### src/rtl/dpram_fifo_pkg.sv
// Shared constants and helpers for the dpram-backed FIFO controller.
package dpram_fifo_pkg;

    localparam int ADDR_W_DEF = 10;
    localparam int DATA_W_DEF = 8;
    localparam int DEPTH      = 2 ** ADDR_W_DEF;
    localparam int OBUF_DEPTH = 2;
    localparam int LEVEL_W    = ADDR_W_DEF + 2;

    // True while the memory still has room for one more word.
    function automatic logic mem_has_space(input int cnt, input int depth);
        return cnt < depth;
    endfunction

endpackage

### src/rtl/dpram_fifo_obuf.sv
// Two-entry first-word-fall-through output buffer. entry0 is always the head.
// A push and a pop in the same cycle are both honoured.
module dpram_fifo_obuf
    import dpram_fifo_pkg::*;
#(
    parameter int DATA_W = DATA_W_DEF
) (
    input  logic              clk,
    input  logic              rst_n,
    input  logic              flush,
    input  logic              push,
    input  logic [DATA_W-1:0] push_data,
    input  logic              pop,
    output logic [1:0]        cnt,
    output logic [DATA_W-1:0] head_data,
    output logic              valid
);

    logic [DATA_W-1:0] entry0;
    logic [DATA_W-1:0] entry1;

    assign head_data = entry0;
    assign valid     = (cnt != 2'd0);

    // Entry storage and occupancy; flush drops everything including a same-cycle push.
    always_ff @(posedge clk or negedge rst_n) begin
        if (!rst_n) begin
            cnt    <= 2'd0;
            entry0 <= '0;
            entry1 <= '0;
        end else if (flush) begin
            cnt    <= 2'd0;
            entry0 <= '0;
            entry1 <= '0;
        end else begin
            case ({push, pop})
                2'b10: begin
                    if (cnt == 2'd0) entry0 <= push_data;
                    else             entry1 <= push_data;
                    cnt <= cnt + 2'd1;
                end
                2'b01: begin
                    entry0 <= entry1;
                    cnt    <= cnt - 2'd1;
                end
                2'b11: begin
                    // Pop is only legal with cnt >= 1, so cnt stays the same.
                    if (cnt == 2'd1) begin
                        entry0 <= push_data;
                    end else begin
                        entry0 <= entry1;
                        entry1 <= push_data;
                    end
                end
                default: ;
            endcase
        end
    end

endmodule

### src/rtl/dpram_fifo_ctrl.sv
// FIFO controller driving an external 1024x8 dual-port RAM. Keeps write/read
// pointers and the memory word count, issues one-cycle-latency reads into a
// two-entry output buffer, and reports total occupancy.
//
// Handshake: a word moves on a side in any cycle where valid and ready are
// both high at the rising edge; valid must not depend on ready, and in_ready
// depends only on registered state and flush.
module dpram_fifo_ctrl
    import dpram_fifo_pkg::*;
#(
    parameter int ADDR_W = ADDR_W_DEF,
    parameter int DATA_W = DATA_W_DEF
) (
    input  logic              clk,
    input  logic              rst_n,
    input  logic              flush,
    input  logic              in_valid,
    output logic              in_ready,
    input  logic [DATA_W-1:0] in_data,
    output logic              out_valid,
    input  logic              out_ready,
    output logic [DATA_W-1:0] out_data,
    output logic [ADDR_W+1:0] level,
    output logic [0:ADDR_W-1] mem_waddr,
    output logic              mem_wen,
    output logic [DATA_W-1:0] mem_data_in,
    output logic [0:ADDR_W-1] mem_raddr,
    output logic              mem_ren,
    input  logic [DATA_W-1:0] mem_data_out
);

    localparam int MEM_DEPTH = 2 ** ADDR_W;
    localparam int CNT_W     = ADDR_W + 1;
    localparam int LVL_W     = ADDR_W + 2;

    logic [ADDR_W-1:0] wptr;
    logic [ADDR_W-1:0] rptr;
    logic [CNT_W-1:0]  mem_cnt;
    logic [CNT_W-1:0]  mem_cnt_next;
    logic              inflight;
    logic              running;
    logic [1:0]        ob_cnt;
    logic [1:0]        ob_cnt_next;
    logic [2:0]        ob_demand;
    logic [LVL_W-1:0]  level_next;
    logic              accept;
    logic              issue;
    logic              pop;
    logic              push;

    // Accept side: full comes from mem_cnt alone, never from pointer compare.
    assign in_ready = running & ~flush & mem_has_space(int'(mem_cnt), MEM_DEPTH);
    assign accept   = in_valid & in_ready;

    // Read side: a read is only issued when its returning word is sure to fit.
    assign pop       = out_valid & out_ready;
    assign push      = inflight;
    assign ob_demand = {1'b0, ob_cnt} + {2'b00, inflight} - {2'b00, pop};
    assign issue     = running & ~flush & (mem_cnt != '0) & (ob_demand < 3'(OBUF_DEPTH));

    assign mem_wen     = accept;
    assign mem_waddr   = wptr;
    assign mem_data_in = in_data;
    assign mem_ren     = issue;
    assign mem_raddr   = rptr;

    // Next-state counts used for both the count registers and the level output.
    always_comb begin
        mem_cnt_next = mem_cnt;
        ob_cnt_next  = ob_cnt;
        if (flush) begin
            mem_cnt_next = '0;
            ob_cnt_next  = 2'd0;
        end else begin
            case ({accept, issue})
                2'b10:   mem_cnt_next = mem_cnt + CNT_W'(1);
                2'b01:   mem_cnt_next = mem_cnt - CNT_W'(1);
                default: mem_cnt_next = mem_cnt;
            endcase
            ob_cnt_next = ob_cnt + 2'(push) - 2'(pop);
        end
        level_next = LVL_W'(mem_cnt_next) + LVL_W'(issue) + LVL_W'(ob_cnt_next);
    end

    // Pointers, memory count, in-flight flag and registered level.
    always_ff @(posedge clk or negedge rst_n) begin
        if (!rst_n) begin
            wptr     <= '0;
            rptr     <= '0;
            mem_cnt  <= '0;
            inflight <= 1'b0;
            running  <= 1'b0;
            level    <= '0;
        end else begin
            running <= 1'b1;
            level   <= level_next;
            mem_cnt <= mem_cnt_next;
            if (flush) begin
                wptr     <= '0;
                rptr     <= '0;
                inflight <= 1'b0;
            end else begin
                if (accept) wptr <= wptr + ADDR_W'(1);
                if (issue)  rptr <= rptr + ADDR_W'(1);
                inflight <= issue;
            end
        end
    end

    dpram_fifo_obuf #(
        .DATA_W(DATA_W)
    ) u_obuf (
        .clk      (clk),
        .rst_n    (rst_n),
        .flush    (flush),
        .push     (push),
        .push_data(mem_data_out),
        .pop      (pop),
        .cnt      (ob_cnt),
        .head_data(out_data),
        .valid    (out_valid)
    );

endmodule

### config.mk
export PLATFORM = sky130hd
export DESIGN_NAME = dpram_fifo_ctrl
export DESIGN_NICKNAME = d
export VERILOG_FILES = /design/src/rtl/dpram_fifo_pkg.sv /design/src/rtl/dpram_fifo_obuf.sv /design/src/rtl/dpram_fifo_ctrl.sv
export SDC_FILE = /design/constraint.sdc
export NUM_CORES = 1
export LEC_CHECK = 0
export ABC_CLOCK_PERIOD_IN_PS = 12700
export BUFFER_PORTS_ARGS = -buffer_cell sky130_fd_sc_hd__buf_2
export CORE_MARGIN = 8
export CORE_UTILIZATION = 40
export DETAILED_ROUTE_END_ITERATION = 8
export PLACE_DENSITY_LB_ADDON = 0.15
export SKIP_LAST_GASP = 1
export SYNTH_ARGS = -nofsm -noshare
export SYNTH_HDL_FRONTEND = slang
export SYNTH_SLANG_ARGS = --single-unit
### constraint.sdc
create_clock -name clk -period 12.7 [get_ports clk]
set_input_delay 0 -clock clk [delete_from_list [all_inputs] [get_ports clk]]
set_output_delay 0 -clock clk [all_outputs]
set_load 0.03 [all_outputs]
==> results of run 1 <==
-- repair_timing --
action | in CTS | in global routing
hold endpoints to repair | 79 | 0
buffers inserted | 0 | 0
hold buffers | 9 | 0
-- worst reg2reg max path: cells and delay by family (launching register included) --
kind                       cells  cell delay, ns
and+or+nand+nor                9            2.68
adders and majority gates      4            1.18
DFF                            1            0.49
xor gates and xnor gates       2            0.40
AOI/OAI and AO/OA              2            0.54
buffers and inverters          2            0.14
-- kinds of logic (layout without fill, tap and decap cells) --
logic type / count (synthesis) / in the layout / synth area share, %
AOI/OAI and AO/OA: 67 / 67 / 12.5
DFF: 63 / 63 / 40.7
xor gates and xnor gates: 33 / 33 / 7.47
adders and majority gates: 11 / 11 / 3.94
buffers and inverters: 46 / 101 / 5.72
muxes: 22 / 22 / 5.69
other: 1 / 1 / 0.0969
and+or+nand+nor: 168 / 168 / 23.8
-- per-stage QoR --
stage               util (%)  std cells  area (µm²)  worst slack, ns
floorplan                  -        411        3870             7.97
global placement        43.6        575        4190             7.31
detailed placement      43.6        575        4190             7.27
CTS                     47.0        599        4510             7.26
global route            47.0        599        4510             6.77
finish                  47.0        599        4510             7.19
-- where the power goes --
| part | internal (W) | total, W | switching, W |
|---|---|---|---|
| sequential | 0.000216 | 0.000233 | 0.0000163 |
| clock | 0.000125 | 0.000201 | 0.0000753 |
| combinational | 0.0000685 | 0.000213 | 0.000144 |
-- final cells by class --
class / count / share of cell area, %
multi-input cells: 302 / 46.0
well taps: 133 / 3.69
clock inverters: 3 / 1.44
inverters: 18 / 1.50
clock buffers: 12 / 3.66
repair buffers: 68 / 8.72
flip-flops and latches: 63 / 35.0
-- layer usage --
| layer | routed length [µm] | vias to the layer above |
|---|---|---|
| li1 | - | 1553 |
| met1 | 4090 | 1519 |
| met2 | 4540 | 93 |
| met3 | 528 | 19 |
| met4 | 298 | 0 |
| met5 | 0 | - |
-- flip-flops by register name, indices dropped and copies added, names as in the netlist, 2 cells and up --
signal            cells
level                12
mem_cnt              11
mem_raddr            10
mem_waddr            10
u_obuf.entry1         8
u_obuf.head_data      8
u_obuf.cnt            2
-- cells in the mapped netlist (5+ instances only) --
master / count / area share (%)
a21oi_1: 10 / 1.3
and3_1: 7 / 1.1
buf_4: 8 / 1.6
clkbuf_1: 12 / 1.2
dfrtp_1: 63 / 41
ha_1: 9 / 2.9
inv_1: 18 / 1.7
mux2i_1: 22 / 5.7
nand2_1: 31 / 3.0
nand3_1: 14 / 1.8
nand4_1: 13 / 2.1
nor2_1: 50 / 4.8
nor2b_1: 5 / 0.81
nor3_1: 6 / 0.78
o21ai_0: 18 / 2.3
or3_1: 7 / 1.1
xnor2_1: 15 / 3.4
xor2_1: 18 / 4.1
-- worst max-delay path by stage --
stage                                    startpoint                   to  slack (ns)  depth (start not counted)
after global routing      u_obuf.cnt[1]$_DFFE_PN0P_  level[11]$_DFF_PN0_        6.77                         20
after CTS                 u_obuf.cnt[1]$_DFFE_PN0P_  level[11]$_DFF_PN0_        7.26                         19
after floorplan           u_obuf.cnt[1]$_DFFE_PN0P_   level[5]$_DFF_PN0_        7.97                         19
after detailed placement  u_obuf.cnt[1]$_DFFE_PN0P_  level[11]$_DFF_PN0_        7.27                         19
final                     u_obuf.cnt[1]$_DFFE_PN0P_  level[11]$_DFF_PN0_        7.19                         19
after global placement    u_obuf.cnt[1]$_DFFE_PN0P_  level[11]$_DFF_PN0_        7.31                         19
==> results.yml, run 1 <==
setup_path:
  crit_type: "reg -> reg"
  path_delay_family: "simple AND/OR/NAND/NOR gates"
  cp.required_ns: 12.96
  r2r_slack_ns: 7.19
  cp-start-kind: "register"
  slowest_delay_ns: 0.59
  crit_chain: "inv_1, ha_1, nor2b_1, xnor2_1, ha_1, inv_1, fa_1, nand3b_1, nor3_2, nand2_1, xnor2_1, ha_1, a21oi_1, nor3_1, or4_4, a21oi_4, nand4bb_1, nor4_2, nor3b_2"
  r2r_end: "level[11]$_DFF_PN0_"
  critPathArrivalTime_ns: 5.77
  r2r-start: "u_obuf.cnt[1]$_DFFE_PN0P_"
  crit_fanout: 8
  r2r_cells: 19
  end_kind: "register"
  cp_slowest_cell: "nor3_2"
  worst-path-buf-inv: 2
  crit_top_cell: "ha_1"
timing:
  rsz0062_at_grt: "false"
  maxSlewHeadroom_pct: 30.5
  fmax_ghz: 0.181
  setup_viol: 0
  fin_setup_tns_ns: 0
  whs_ns: 0.0000132
  worst_pin_slew_ns: 1.03
  fin_skew_ns: 0.00539
  min_period_ns: 5.51
  min_period_over_period_pct: 43.4
  drv_slew: 0
  hold_viol_final: 0
clock_network:
  cts_tree: "yes"
  cts.sinks: 63
  clkTransAtPathRegs_ns: 0.07
  clock_latency_ns: 0.33
  clockBufferDepth: 2
  h-tree-depth: 3
  cts_buffers: 9
  root_buffer: "clkbuf_8"
  post_cts_resized: 0
job:
  cap_violations: 0
synth:
  synth-edff-count: 0
  synthCells: 411
  yosys_warnings: 0
  synth_fp_nets: 443
  synth.distinct_cells: 64
  synth_area_per_cell_um2: 9.42
  syn_area_um2: 3870
  yosys_register_bits: 63
  synth_ff_type: "dfrtp_1"
  seq_area_frac_synth_pct: 40.7
  ys_async_sr_fraction_pct: 100
routing:
  drt_first_iter_violations: 144
  antenna_left: 0
  wl_per_cell_um: 15.8
  via_count: 3184
  drc: 0
  wirelength_mm: 9.46
  viasPerCell: 5.32
  drt-pass1-iter-count: 4
finish:
  seq_area_um2: 1580
  nets: 494
  nFillCells: 957
  multi_input_area_um2: 2070
  final_common_cell: "dfrtp_1"
  layout_common_cells: "dfrtp_1, buf_2, nor2_1"
  syn2layout_area_growth_pct: 16.4
  drive_gt1_share_pct: 19.7
  antenna-diode-count: 0
status:
  status: "complete, no violations"
die:
  core_um2: 9590
  die_x_um: 114
  initial_core_util_pct: 40.3
  die_area_um2: 13100
  die_h_um: 114
  rows: 36
  ios: 73
global_route:
  grtUsageMet1_pct: 19.2
  grt_overflow: 0
  use_met2_pct: 24.6
  grt.total_usage_pct: 15.4
  grt_max_degree: 64
  grt_pass1_wl_mm: 16.3
  grt-busiest-layer: "met2"
  antenna_found_initial: 0
  grt_pass1_vias: 3279
  grt.met3_usage_pct: 3.53
pwr:
  p_leak_nw: 2.19
  pwr_density_cell_nw_per_um2: 143
  power.total_w: 0.000646
  ir_drop_mv: 0.0530
placed_design:
  routabilityCongestion: 0.930
  io_buffer_count: 56
  dpl.hpwl_mm: 6.72
hold_path:
  min_from: "in_data[5]"
  min_to: "mem_data_in[5]"
  hp-class: "in -> out"
  holdPathStages: 0
Power figures use the tool's default switching activity.
==> run 2, diff against run 1 <==
--- a/config.mk
+++ b/config.mk
@@ -5,7 +5,8 @@
 export SDC_FILE = /design/constraint.sdc
 export NUM_CORES = 1
 export LEC_CHECK = 0
-export ABC_CLOCK_PERIOD_IN_PS = 12700
+export ABC_AREA = 1
+export ABC_CLOCK_PERIOD_IN_PS = 4800
 export BUFFER_PORTS_ARGS = -buffer_cell sky130_fd_sc_hd__buf_2
 export CORE_MARGIN = 8
 export CORE_UTILIZATION = 40
==> constraint.sdc (replaced) <==
create_clock -name clk -period 4.8 [get_ports clk]
set_input_delay 0 -clock clk [delete_from_list [all_inputs] [get_ports clk]]
set_output_delay 0 -clock clk [all_outputs]
set_load 0.03 [all_outputs]
==> results.yml, run 2 <==
hold_path:
  min_from: "in_data[7]"
  hp-class: "in -> out"
  holdPathStages: 0
  min_to: "mem_data_in[7]"
synth:
  yosysTopAreaCell: "dfrtp_1"
  synth_common_cells: "nand2_1, inv_1, dfrtp_1"
  syn_area_um2: 3920
  synth_adder_area_share_pct: 3.90
  synth_ff_type: "dfrtp_1"
  synthCells: 523
  yosysTopAreaCellShare_pct: 40.3
  synth_most_common_cell: "nand2_1"
  yosys_register_bits: 63
  synth-edff-count: 0
  ys_async_sr_fraction_pct: 100
  seq_area_frac_synth_pct: 40.3
  synth_top_family_by_area: "simple AND/OR/NAND/NOR gates"
  yosys_warnings: 0
  synth_fp_nets: 555
  synthMuxAreaShare_pct: 0
  synth_area_per_cell_um2: 7.49
  synth_area_leaders: "dfrtp_1, nand2_1, inv_1, nor2_1, nand3_1"
  synth_xor_xnor_area_share_pct: 1.79
  yosys.area_share.simple_pct: 32.5
  synth_compound_area_share_pct: 8.63
  synth.distinct_cells: 36
pwr:
  ir_drop_mv: 0.329
  pwr_density_cell_nw_per_um2: 502
  intPower_w: 0.00126
  power_frac_comb_pct: 46.7
  p_sw_share_pct: 45.1
  power.total_w: 0.00230
  power.switching_w: 0.00104
  p_seq_share_pct: 30.8
  p_leak_nw: 2.43
  clkPwrFrac_pct: 22.5
setup_path:
  r2r_end: "level[10]$_DFF_PN0_"
  end_kind: "register"
  cp-start-kind: "register"
  crit_type: "reg -> reg"
  crit_fanout: 9
  cp.required_ns: 5.02
  r2r-start: "u_obuf.cnt[1]$_DFFE_PN0P_"
  r2r_cells: 25
  r2r_slack_ns: 0.38
  critPathArrivalTime_ns: 4.64
routing:
  drt-pass1-iter-count: 4
  antenna_left: 0
  drc: 0
  drt_first_iter_violations: 131
  viasPerCell: 4.79
  via_count: 3460
  wirelength_mm: 9.55
  wl_per_cell_um: 13.2
finish:
  drive_gt1_share_pct: 21.1
  largest-register: "level"
  syn2layout_area_growth_pct: 17.2
  layout_common_cells: "nand2_1, inv_1, dfrtp_1"
  seq_area_um2: 1580
  nets: 616
  final_common_cell: "nand2_1"
  finalNonFillerCells: 722
  nFillCells: 1000
  largest_reg_flops: 12
  final_area_um2: 4590
  antenna-diode-count: 0
  multi_input_area_um2: 1850
  reg_top3: "level x12, mem_cnt x11"
timing:
  min_period_over_period_pct: 92.1
  setup_viol: 0
  drv_slew: 0
  fmax_ghz: 0.226
  hold_viol_final: 0
  maxSlewHeadroom_pct: 45.3
  min_period_ns: 4.42
  fin_skew_ns: 0.0149
  worst_pin_slew_ns: 0.820
clock_network:
  clkTransAtPathRegs_ns: 0.07
  h-tree-depth: 3
  cts_tree: "yes"
  clock_latency_ns: 0.34
  clockBufferDepth: 2
  cts_buffers: 9
  cts.sinks: 63
  root_buffer: "clkbuf_8"
global_route:
  grt_pass1_vias: 3501
  grt_pass1_wl_mm: 16.4
  grt.total_usage_pct: 15.3
  grt_max_degree: 64
  grt_overflow: 0
  antenna_found_initial: 0
die:
  die_h_um: 115
  rows: 36
  core_um2: 9640
  ios: 73
  die_x_um: 115
  die_area_um2: 13200
  initial_core_util_pct: 40.6
placed_design:
  io_buffer_count: 56
  post-place-cells: 695
  routabilityCongestion: 0.805
  dpl.hpwl_mm: 7.03
  dpl_cell_area_um2: 4250
status:
  status: "complete, no violations"
job:
  cap_violations: 0
-- run 2: cell types whose count changed in the layout (fill, tap and decap cells not counted), sizes merged, moves of 7 or more --
| cell | delta |
|---|---|
| a21oi | +9 |
| mux2i | -22 |
| nand3 | +29 |
| xor2 | -10 |
| o21ai | +8 |
| inv | +75 |
| o32ai | +7 |
| xnor2 | -15 |
| or3 | -7 |
| nor2 | +17 |
| nand2 | +86 |
-- run 2: per-layer routing --
layer | routed length (µm) | global-route usage [%]
met1 | 4370 | 18.7
met2 | 4750 | 26.3
met3 | 341 | 3.20
met4 | 88 | 4.90
met5 | 0 | 0
-- run 2: how the worst max path moves through the flow --
stage	from	end	cells after the start
floorplan	u_obuf.cnt[1]$_DFFE_PN0P_	level[10]$_DFF_PN0_	27
global placement	u_obuf.cnt[1]$_DFFE_PN0P_	level[10]$_DFF_PN0_	25
detailed placement	u_obuf.cnt[1]$_DFFE_PN0P_	level[10]$_DFF_PN0_	25
CTS	u_obuf.cnt[1]$_DFFE_PN0P_	level[10]$_DFF_PN0_	25
global route	u_obuf.cnt[1]$_DFFE_PN0P_	level[9]$_DFF_PN0_	26
finish	u_obuf.cnt[1]$_DFFE_PN0P_	level[10]$_DFF_PN0_	25
-- run 2: cell families after synthesis --
group | Yosys count
AO/OA/AOI/OAI | 61
adder cells (fa/ha/maj) | 11
XOR/XNOR | 8
other | 1
buffers and inverters | 115
flip-flops | 63
AND/OR/NAND/NOR | 264
-- run 2: worst max-delay path, stage by stage, from the launching register on --
cell and delay [ns]:
dfrtp_1 0.41, inv_1 0.13, ha_1 0.19, inv_2 0.06, nand2_2 0.12, xor2_1 0.16, ha_1 0.16, inv_1 0.05
fa_1 0.54, nand3_4 0.11, nor2_8 0.17, nand2_4 0.10, inv_1 0.08, ha_1 0.23, inv_1 0.09, o21ai_0 0.08
a21oi_1 0.19, ha_1 0.16, inv_1 0.05, o21ai_1 0.17, inv_1 0.07, fa_1 0.43, nor3_4 0.18, nand3_2 0.12
nor3_1 0.17, nor2_1 0.07
-- run 2: final cells by class --
cell class                 count  share of cell area, %
clock buffer                  11                   3.08
tap                          133                   3.63
multi-input combinational    345                   40.3
timing repair buffer          71                   9.05
inverter                      94                   7.80
sequential                    63                   34.4
clock inverter                 5                   1.77
-- run 2: repair_timing --
item | in CTS | in global routing
resized for setup | 0 | 3
setup buffers | 0 | 2
hold buffers | 9 | 0
setup endpoints to repair | 0 | 6
endpoints found under the hold margin | 78 | 0
-- run 2: power by group through the flow --
| stage | Clock [W] | Sequential (W) | Combinational [W] |
|---|---|---|---|
| detailed placement | 0 | 0.000721 | 0.00106 |
| floorplan | 0 | 0.000815 | 0.000722 |
| finish | 0.000517 | 0.000709 | 0.00108 |
| global route | 0.000550 | 0.000723 | 0.00120 |
| global placement | 0 | 0.000718 | 0.00105 |
| CTS | 0.000529 | 0.000711 | 0.00107 |
-- run 2: per-stage QoR --
stage	util, %	worst slack (ns)	setup TNS, ns	hold slack [ns]
floorplan	-	0.0498	0	-0.296
global placement	44.1	0.333	0	0.000205
detailed placement	44.1	0.135	0	0.000205
CTS	47.3	0.132	0	0.000205
global route	47.6	-0.00338	-0.00338	0.0000834
finish	47.6	0.380	0	0.0000116
